$ cat src/rtl/instr_encoder.sv
// Packs opcode/register/funct fields and an immediate into a RISC-V instruction word and
// streams it out with its byte address; wide ADDI immediates can be split into LUI+ADDI.
module instr_encoder #(
    parameter int unsigned ADDR_W     = 10,
    parameter int unsigned START_ADDR = 0,
    parameter bit          EXPAND_EN  = 1'b1
) (
    input  logic              clk_i,
    input  logic              rst_i,
    input  logic              req_valid_i,
    output logic              req_ready_o,
    input  logic [6:0]        opcode_i,
    input  logic [4:0]        rd_i,
    input  logic [4:0]        rs1_i,
    input  logic [4:0]        rs2_i,
    input  logic [2:0]        funct3_i,
    input  logic [6:0]        funct7_i,
    input  logic [31:0]       imm_i,
    output logic              instr_valid_o,
    input  logic              instr_ready_i,
    output logic [31:0]       instr_o,
    output logic [ADDR_W-1:0] addr_o,
    output logic              err_o,
    output logic [2:0]        state_o
);

    localparam logic [6:0] OP_I     = 7'b0010011;
    localparam logic [6:0] OP_LW    = 7'b0000011;
    localparam logic [6:0] OP_JALR  = 7'b1100111;
    localparam logic [6:0] OP_S     = 7'b0100011;
    localparam logic [6:0] OP_B     = 7'b1100011;
    localparam logic [6:0] OP_J     = 7'b1101111;
    localparam logic [6:0] OP_AUIPC = 7'b0010111;
    localparam logic [6:0] OP_LUI   = 7'b0110111;

    // Both request (valid/ready) and output (instr_valid/instr_ready) channels transfer on a
    // clock edge where valid and ready are both high; a held valid keeps its payload stable.
    typedef enum logic [2:0] {
        S_IDLE    = 3'd0,
        S_CHECK   = 3'd1,
        S_EMIT    = 3'd2,
        S_EMIT_HI = 3'd3,
        S_LO_GAP  = 3'd4,
        S_EMIT_LO = 3'd5,
        S_ERR     = 3'd6
    } state_t;

    state_t            state_q, state_d;
    logic [6:0]        op_q, op_d;
    logic [4:0]        rd_q, rd_d;
    logic [4:0]        rs1_q, rs1_d;
    logic [4:0]        rs2_q, rs2_d;
    logic [2:0]        f3_q, f3_d;
    logic [6:0]        f7_q, f7_d;
    logic [31:0]       imm_q, imm_d;
    logic [31:0]       instr_q, instr_d;
    logic [31:0]       lo_q, lo_d;
    logic              valid_q, valid_d;
    logic              err_q, err_d;
    logic [ADDR_W-1:0] addr_q, addr_d;

    logic [31:0] enc_word;
    logic [31:0] lui_word;
    logic [31:0] addi_word;
    logic [19:0] lui_hi;
    logic        legal;
    logic        expand;
    logic        fits12;
    logic        fits13;
    logic        fits21;
    logic        is_shift;

    // Format selection and range check on the registered request.
    always_comb begin
        enc_word = 32'd0;
        legal    = 1'b0;
        expand   = 1'b0;
        fits12   = (imm_q[31:11] == '0) || (imm_q[31:11] == '1);
        fits13   = (imm_q[31:12] == '0) || (imm_q[31:12] == '1);
        fits21   = (imm_q[31:20] == '0) || (imm_q[31:20] == '1);
        is_shift = (op_q == OP_I) && ((f3_q == 3'b001) || (f3_q == 3'b101));
        lui_hi   = imm_q[31:12] + {19'd0, imm_q[11]};
        lui_word = {lui_hi, rd_q, OP_LUI};
        addi_word = {imm_q[11:0], rd_q, 3'b000, rd_q, OP_I};
        case (op_q)
            OP_I, OP_LW, OP_JALR: begin
                if (is_shift) begin
                    enc_word = {f7_q, imm_q[4:0], rs1_q, f3_q, rd_q, op_q};
                    legal    = (imm_q[31:5] == '0);
                end else begin
                    enc_word = {imm_q[11:0], rs1_q, f3_q, rd_q, op_q};
                    legal    = fits12;
                    expand   = EXPAND_EN && !fits12 && (op_q == OP_I) && (f3_q == 3'b000);
                end
            end
            OP_S: begin
                enc_word = {imm_q[11:5], rs2_q, rs1_q, f3_q, imm_q[4:0], op_q};
                legal    = fits12;
            end
            OP_B: begin
                enc_word = {imm_q[12], imm_q[10:5], rs2_q, rs1_q, f3_q, imm_q[4:1], imm_q[11], op_q};
                legal    = fits13 && !imm_q[0];
            end
            OP_J: begin
                enc_word = {imm_q[20], imm_q[10:1], imm_q[11], imm_q[19:12], rd_q, op_q};
                legal    = fits21 && !imm_q[0];
            end
            OP_AUIPC: begin
                enc_word = {imm_q[31:12], rd_q, op_q};
                legal    = (imm_q[11:0] == '0);
            end
            default: begin
                enc_word = 32'd0;
                legal    = 1'b0;
            end
        endcase
    end

    always_comb begin
        state_d = state_q;
        op_d    = op_q;
        rd_d    = rd_q;
        rs1_d   = rs1_q;
        rs2_d   = rs2_q;
        f3_d    = f3_q;
        f7_d    = f7_q;
        imm_d   = imm_q;
        instr_d = instr_q;
        lo_d    = lo_q;
        valid_d = valid_q;
        err_d   = 1'b0;
        addr_d  = addr_q;
        case (state_q)
            S_IDLE: begin
                if (req_valid_i) begin
                    op_d    = opcode_i;
                    rd_d    = rd_i;
                    rs1_d   = rs1_i;
                    rs2_d   = rs2_i;
                    f3_d    = funct3_i;
                    f7_d    = funct7_i;
                    imm_d   = imm_i;
                    state_d = S_CHECK;
                end
            end
            S_CHECK: begin
                if (legal) begin
                    instr_d = enc_word;
                    valid_d = 1'b1;
                    state_d = S_EMIT;
                end else if (expand) begin
                    instr_d = lui_word;
                    lo_d    = addi_word;
                    valid_d = 1'b1;
                    state_d = S_EMIT_HI;
                end else begin
                    err_d   = 1'b1;
                    state_d = S_ERR;
                end
            end
            S_EMIT, S_EMIT_LO: begin
                if (instr_ready_i) begin
                    valid_d = 1'b0;
                    addr_d  = addr_q + ADDR_W'(4);
                    state_d = S_IDLE;
                end
            end
            S_EMIT_HI: begin
                if (instr_ready_i) begin
                    valid_d = 1'b0;
                    addr_d  = addr_q + ADDR_W'(4);
                    state_d = S_LO_GAP;
                end
            end
            S_LO_GAP: begin
                // Valid stays low for this one cycle so the two beats are distinct.
                instr_d = lo_q;
                valid_d = 1'b1;
                state_d = S_EMIT_LO;
            end
            S_ERR: begin
                state_d = S_IDLE;
            end
            default: begin
                valid_d = 1'b0;
                state_d = S_IDLE;
            end
        endcase
    end

    always_ff @(posedge clk_i or posedge rst_i) begin
        if (rst_i) begin
            state_q <= S_IDLE;
            op_q    <= '0;
            rd_q    <= '0;
            rs1_q   <= '0;
            rs2_q   <= '0;
            f3_q    <= '0;
            f7_q    <= '0;
            imm_q   <= '0;
            instr_q <= '0;
            lo_q    <= '0;
            valid_q <= 1'b0;
            err_q   <= 1'b0;
            addr_q  <= ADDR_W'(START_ADDR);
        end else begin
            state_q <= state_d;
            op_q    <= op_d;
            rd_q    <= rd_d;
            rs1_q   <= rs1_d;
            rs2_q   <= rs2_d;
            f3_q    <= f3_d;
            f7_q    <= f7_d;
            imm_q   <= imm_d;
            instr_q <= instr_d;
            lo_q    <= lo_d;
            valid_q <= valid_d;
            err_q   <= err_d;
            addr_q  <= addr_d;
        end
    end

    assign req_ready_o   = (state_q == S_IDLE);
    assign instr_valid_o = valid_q;
    assign instr_o       = instr_q;
    assign addr_o        = addr_q;
    assign err_o         = err_q;
    assign state_o       = state_q;

endmodule

$ cat config.mk
export PLATFORM = sky130hd
export DESIGN_NAME = instr_encoder
export DESIGN_NICKNAME = d
export VERILOG_FILES = /design/src/rtl/instr_encoder.sv
export SDC_FILE = /design/constraint.sdc
export NUM_CORES = 1
export LEC_CHECK = 0
export ABC_AREA = 1
export BUFFER_PORTS_ARGS = -buffer_cell sky130_fd_sc_hd__buf_2
export CORE_ASPECT_RATIO = 0.9
export CORE_UTILIZATION = 30
export CTS_BUF_LIST = sky130_fd_sc_hd__clkbuf_4
export CTS_CLUSTER_DIAMETER = 50
export CTS_CLUSTER_SIZE = 25
export DETAILED_ROUTE_END_ITERATION = 10
export PLACE_DENSITY_LB_ADDON = 0.2
export SKIP_LAST_GASP = 1
export SLEW_MARGIN = 0
export SYNTH_ARGS = -nofsm -noshare
export SYNTH_HDL_FRONTEND = slang
export SYNTH_SLANG_ARGS = --single-unit
$ cat constraint.sdc
create_clock -name clk_i -period 4.3 [get_ports clk_i]
set_input_delay 0.215 -clock clk_i [delete_from_list [all_inputs] [get_ports clk_i]]
set_output_delay 0.215 -clock clk_i [all_outputs]
set_load 0.01 [all_outputs]
==> qor.yml <==
synth_simple_gate_area_share: 0.2949
die_h_microns: 147.5
fin_crit_sh: 0.6346
clk_path_buf_depth: 2
clk_latency_ns: 0.59
vias: 6759
start_util: 0.3097
grt_max_degree: 72
yosysWarningCount: 0
portBuffers: 113
ys_seq_elements: 127
rr_worst_depth: 13
drive_gt1_frac: 0.1897
max_slew_margin: 0.2483
synth-compound-area-share: 0.1141
drt_iter0_drc: 520
die_w_microns: 163.6
hold_viol_final: 0
ctsResizeCount: 0
report.final.setup_viol: 0
place_area_sq_um: 7845
synth-async-reset-ratio: 1.000
whs_endpoint: "state_o[2]"
tns_ns: 0
fin_util: 0.3874
synthFlopType: "dfrtp_1"
seq_area_frac_synth: 0.4507
route.detailed.drc: 0
skew_ns: 0.03707
reg2reg_to: "instr_o[18]"
synthAdderAreaFrac: 0.007097
fp-row-count: 52
place.gp.congestion: 0.9485
cts_made_buffers: 17
synth-xor-area-share: 0.02608
htree_levels: 4
synth_edf_count: 0
hp-start: "req_valid_i"
hp-class: "input pin to flop"
grt_pass1_vias: 6413
period_needed_ns: 2.729
root_buffer: "clkbuf_4"
first_pass_iters: 5
maxCapViolCount: 0
synth_area_sq_um: 7052
status: "completed"
antenna_found_initial: 1
core-area_sq_um: 22770
synthCells: 925
critPathCaptureType: "flop"
ant_nets: 0
tightest_slew_ns: 1.128
syn2layout_area_growth_pct: 25.09
rsz0062_at_grt: "false"
critPathMaxFanout: 27
crit_type: "flop to flop"
fmax_mhz: 366.5
die_area_sq_um: 24120
synth_area_per_cell_sq_um: 7.624
p_leak_uw: 0.004476
irDropWorstVdd_uv: 303.5
synth_cell_types: 41
hpwl_microns: 17250
synth_top_family_by_area: "simple AND/OR/NAND/NOR gates"
crit_path_start_kind: "flop"
cts.sinks: 127
n_fill_cell: 2455
wl_microns: 23280
via_per_inst: 4.811
hold_ws_ns: 0.03810
cts_tree: "built"
pin_count: 116
grt_pass1_wl_microns: 36390
synthMuxAreaShare: 0.02555
hold_depth: 4
path_clk_slew_ns: 0.13
power_density_nw_per_um2: 582.4
wire_per_inst_microns: 16.57
final_cell_area_sq_um: 8821
grt_overflow: 0
report.final.slew_viol_count: 0
reg2reg_setup_slack_ns: 1.57
required_ns: 4.80
crit-reg2reg-launch: "op_q[3]"
grt_use_total: 0.2000
nets: 1166
critPathArrivalTime_ns: 3.23
## where the power goes
| part | switching [uW] | total, uW | internal (uW) |
|---|---|---|---|
| Clock | 520 | 931 | 411 |
| Sequential | 376 | 1980 | 1610 |
| Combinational | 1460 | 2220 | 758 |
## metrics by stage
step	setup WS, ns	total power, uW	cells
3_3_place_gp	1.625	4166	1306
4_1_cts	1.562	5161	1404
3_5_place_dp	1.578	4177	1306
5_1_grt	1.261	5536	1405
2_1_floorplan	0.7007	3377	926
6_report	1.571	5137	1405
## state kept, by name (all words and copies together) (netlist names)
| name | flops |
|---|---|
| instr_valid_o | 1 |
| state_o | 3 |
| rd_q | 5 |
| rs1_q | 5 |
| addr_o | 8 |
| f3_q | 3 |
| imm_q | 32 |
| f7_q | 7 |
| rs2_q | 5 |
| lo_q | 18 |
| op_q | 7 |
| instr_o | 32 |
| err_o | 1 |
## synth_stat cells (2+ instances only)
| cell | n | area share |
|---|---|---|
| nor2_1 | 139 | 0.074 |
| dfrtp_1 | 127 | 0.45 |
| nand2_1 | 216 | 0.11 |
| o211ai_1 | 2 | 0.0021 |
| buf_6 | 6 | 0.0096 |
| nand2_4 | 3 | 0.0048 |
| clkinv_1 | 4 | 0.0021 |
| a22oi_1 | 5 | 0.0053 |
| nand3_2 | 3 | 0.0043 |
| nand4_1 | 10 | 0.0089 |
| inv_1 | 87 | 0.046 |
| nand2_2 | 9 | 0.0080 |
| nor3_1 | 9 | 0.0064 |
| xnor2_1 | 3 | 0.0037 |
| a21oi_1 | 80 | 0.057 |
| clkbuf_1 | 16 | 0.0085 |
| inv_2 | 6 | 0.0032 |
| nor2_2 | 5 | 0.0044 |
| buf_2 | 7 | 0.0050 |
| mux2_2 | 16 | 0.026 |
| nand3_1 | 64 | 0.045 |
| buf_4 | 6 | 0.0064 |
| o22ai_1 | 10 | 0.0089 |
| xor2_1 | 18 | 0.022 |
| or2_2 | 4 | 0.0035 |
| nand4_2 | 2 | 0.0035 |
| nor2_4 | 4 | 0.0064 |
| o21ai_1 | 22 | 0.016 |
| o21ai_0 | 26 | 0.018 |
| nand3_4 | 2 | 0.0050 |
| ha_1 | 4 | 0.0071 |
## routing by layer
layer | vias up | track usage | part of all wire
li1 | 3336 | - | -
met1 | 3174 | 0.2976 | 0.51
met2 | 219 | 0.2837 | 0.41
met3 | 30 | 0.04798 | 0.060
met4 | 0 | 0.05926 | 0.024
met5 | - | 0 | 0
## repair_timing
action                    in CTS  in global routing
hold endpoints to repair     123                  0
setup buffers                  0                  0
hold buffers                  66                  0
## worst max-delay path, stage by stage, from the launching register on
cell	delay, ns
dfrtp_1	0.47
nand2_1	0.10
nor2_1	0.06
nand2_1	0.35
nand2_1	0.09
nand2_1	0.09
nand2_1	0.13
nand2_1	0.09
nand2_1	0.08
nor2_2	0.44
nand4_2	0.19
nand2_4	0.30
nor2_1	0.11
a21oi_1	0.14
## layout by cell type, fill, tap and decap left out, types with 4 or more instances in the layout
cell | netlist | routed
clkbuf_4 | 0 | 17
nand4_1 | 10 | 10
nand2_2 | 9 | 9
nand2_1 | 216 | 215
nand3_1 | 64 | 64
clkinv_1 | 4 | 4
xor2_1 | 18 | 18
nand2_4 | 3 | 4
a21oi_1 | 80 | 80
clkinv_4 | 0 | 4
nor3_1 | 9 | 9
inv_1 | 87 | 86
ha_1 | 4 | 4
mux2_2 | 16 | 16
inv_2 | 6 | 6
nor2_2 | 5 | 5
nor2_4 | 4 | 4
inv_6 | 0 | 4
o21ai_1 | 22 | 22
o21ai_0 | 26 | 26
or2_2 | 4 | 4
buf_4 | 6 | 4
nor2_1 | 139 | 139
dlygate4sd3_1 | 0 | 66
o22ai_1 | 10 | 10
a22oi_1 | 5 | 5
dfrtp_1 | 127 | 127
buf_2 | 7 | 113
## cell type report
| cell class | instances | area (sq um) | share of cell area |
|---|---|---|---|
| well taps | 297 | 371.6 | 0.04213 |
| flip-flops and latches | 127 | 3178 | 0.3603 |
| multi-input cells | 667 | 3313 | 0.3756 |
| clock buffers | 17 | 127.6 | 0.01447 |
| inverters | 97 | 366.6 | 0.04156 |
| clock inverters | 15 | 185.2 | 0.02099 |
| repair buffers | 184 | 1276 | 0.1447 |
| diodes | 1 | 2.502 | 0.0002837 |
## cells by family (layout without fill, tap and decap cells)
| logic type | count (synthesis) | in the layout |
|---|---|---|
| xor gates and xnor gates | 21 | 21 |
| AOI/OAI and AO/OA | 151 | 151 |
| muxes | 16 | 16 |
| DFF | 127 | 127 |
| adders and majority gates | 4 | 4 |
| buffers and inverters | 132 | 313 |
| and+or+nand+nor | 473 | 473 |
| other | 1 | 3 |
## worst max-delay path by stage
stage,startpoint,end,slack [ns],depth (start not counted)
after floorplan,rst_i,addr_o[2],0.70,1
after global placement,op_q[1],instr_o[10],1.62,13
after detailed placement,op_q[1],instr_o[9],1.58,13
after CTS,op_q[1],instr_o[18],1.56,13
after global routing,op_q[1],instr_o[18],1.26,13
final,op_q[3],instr_o[18],1.57,13
(Power assumes the default switching activity.)
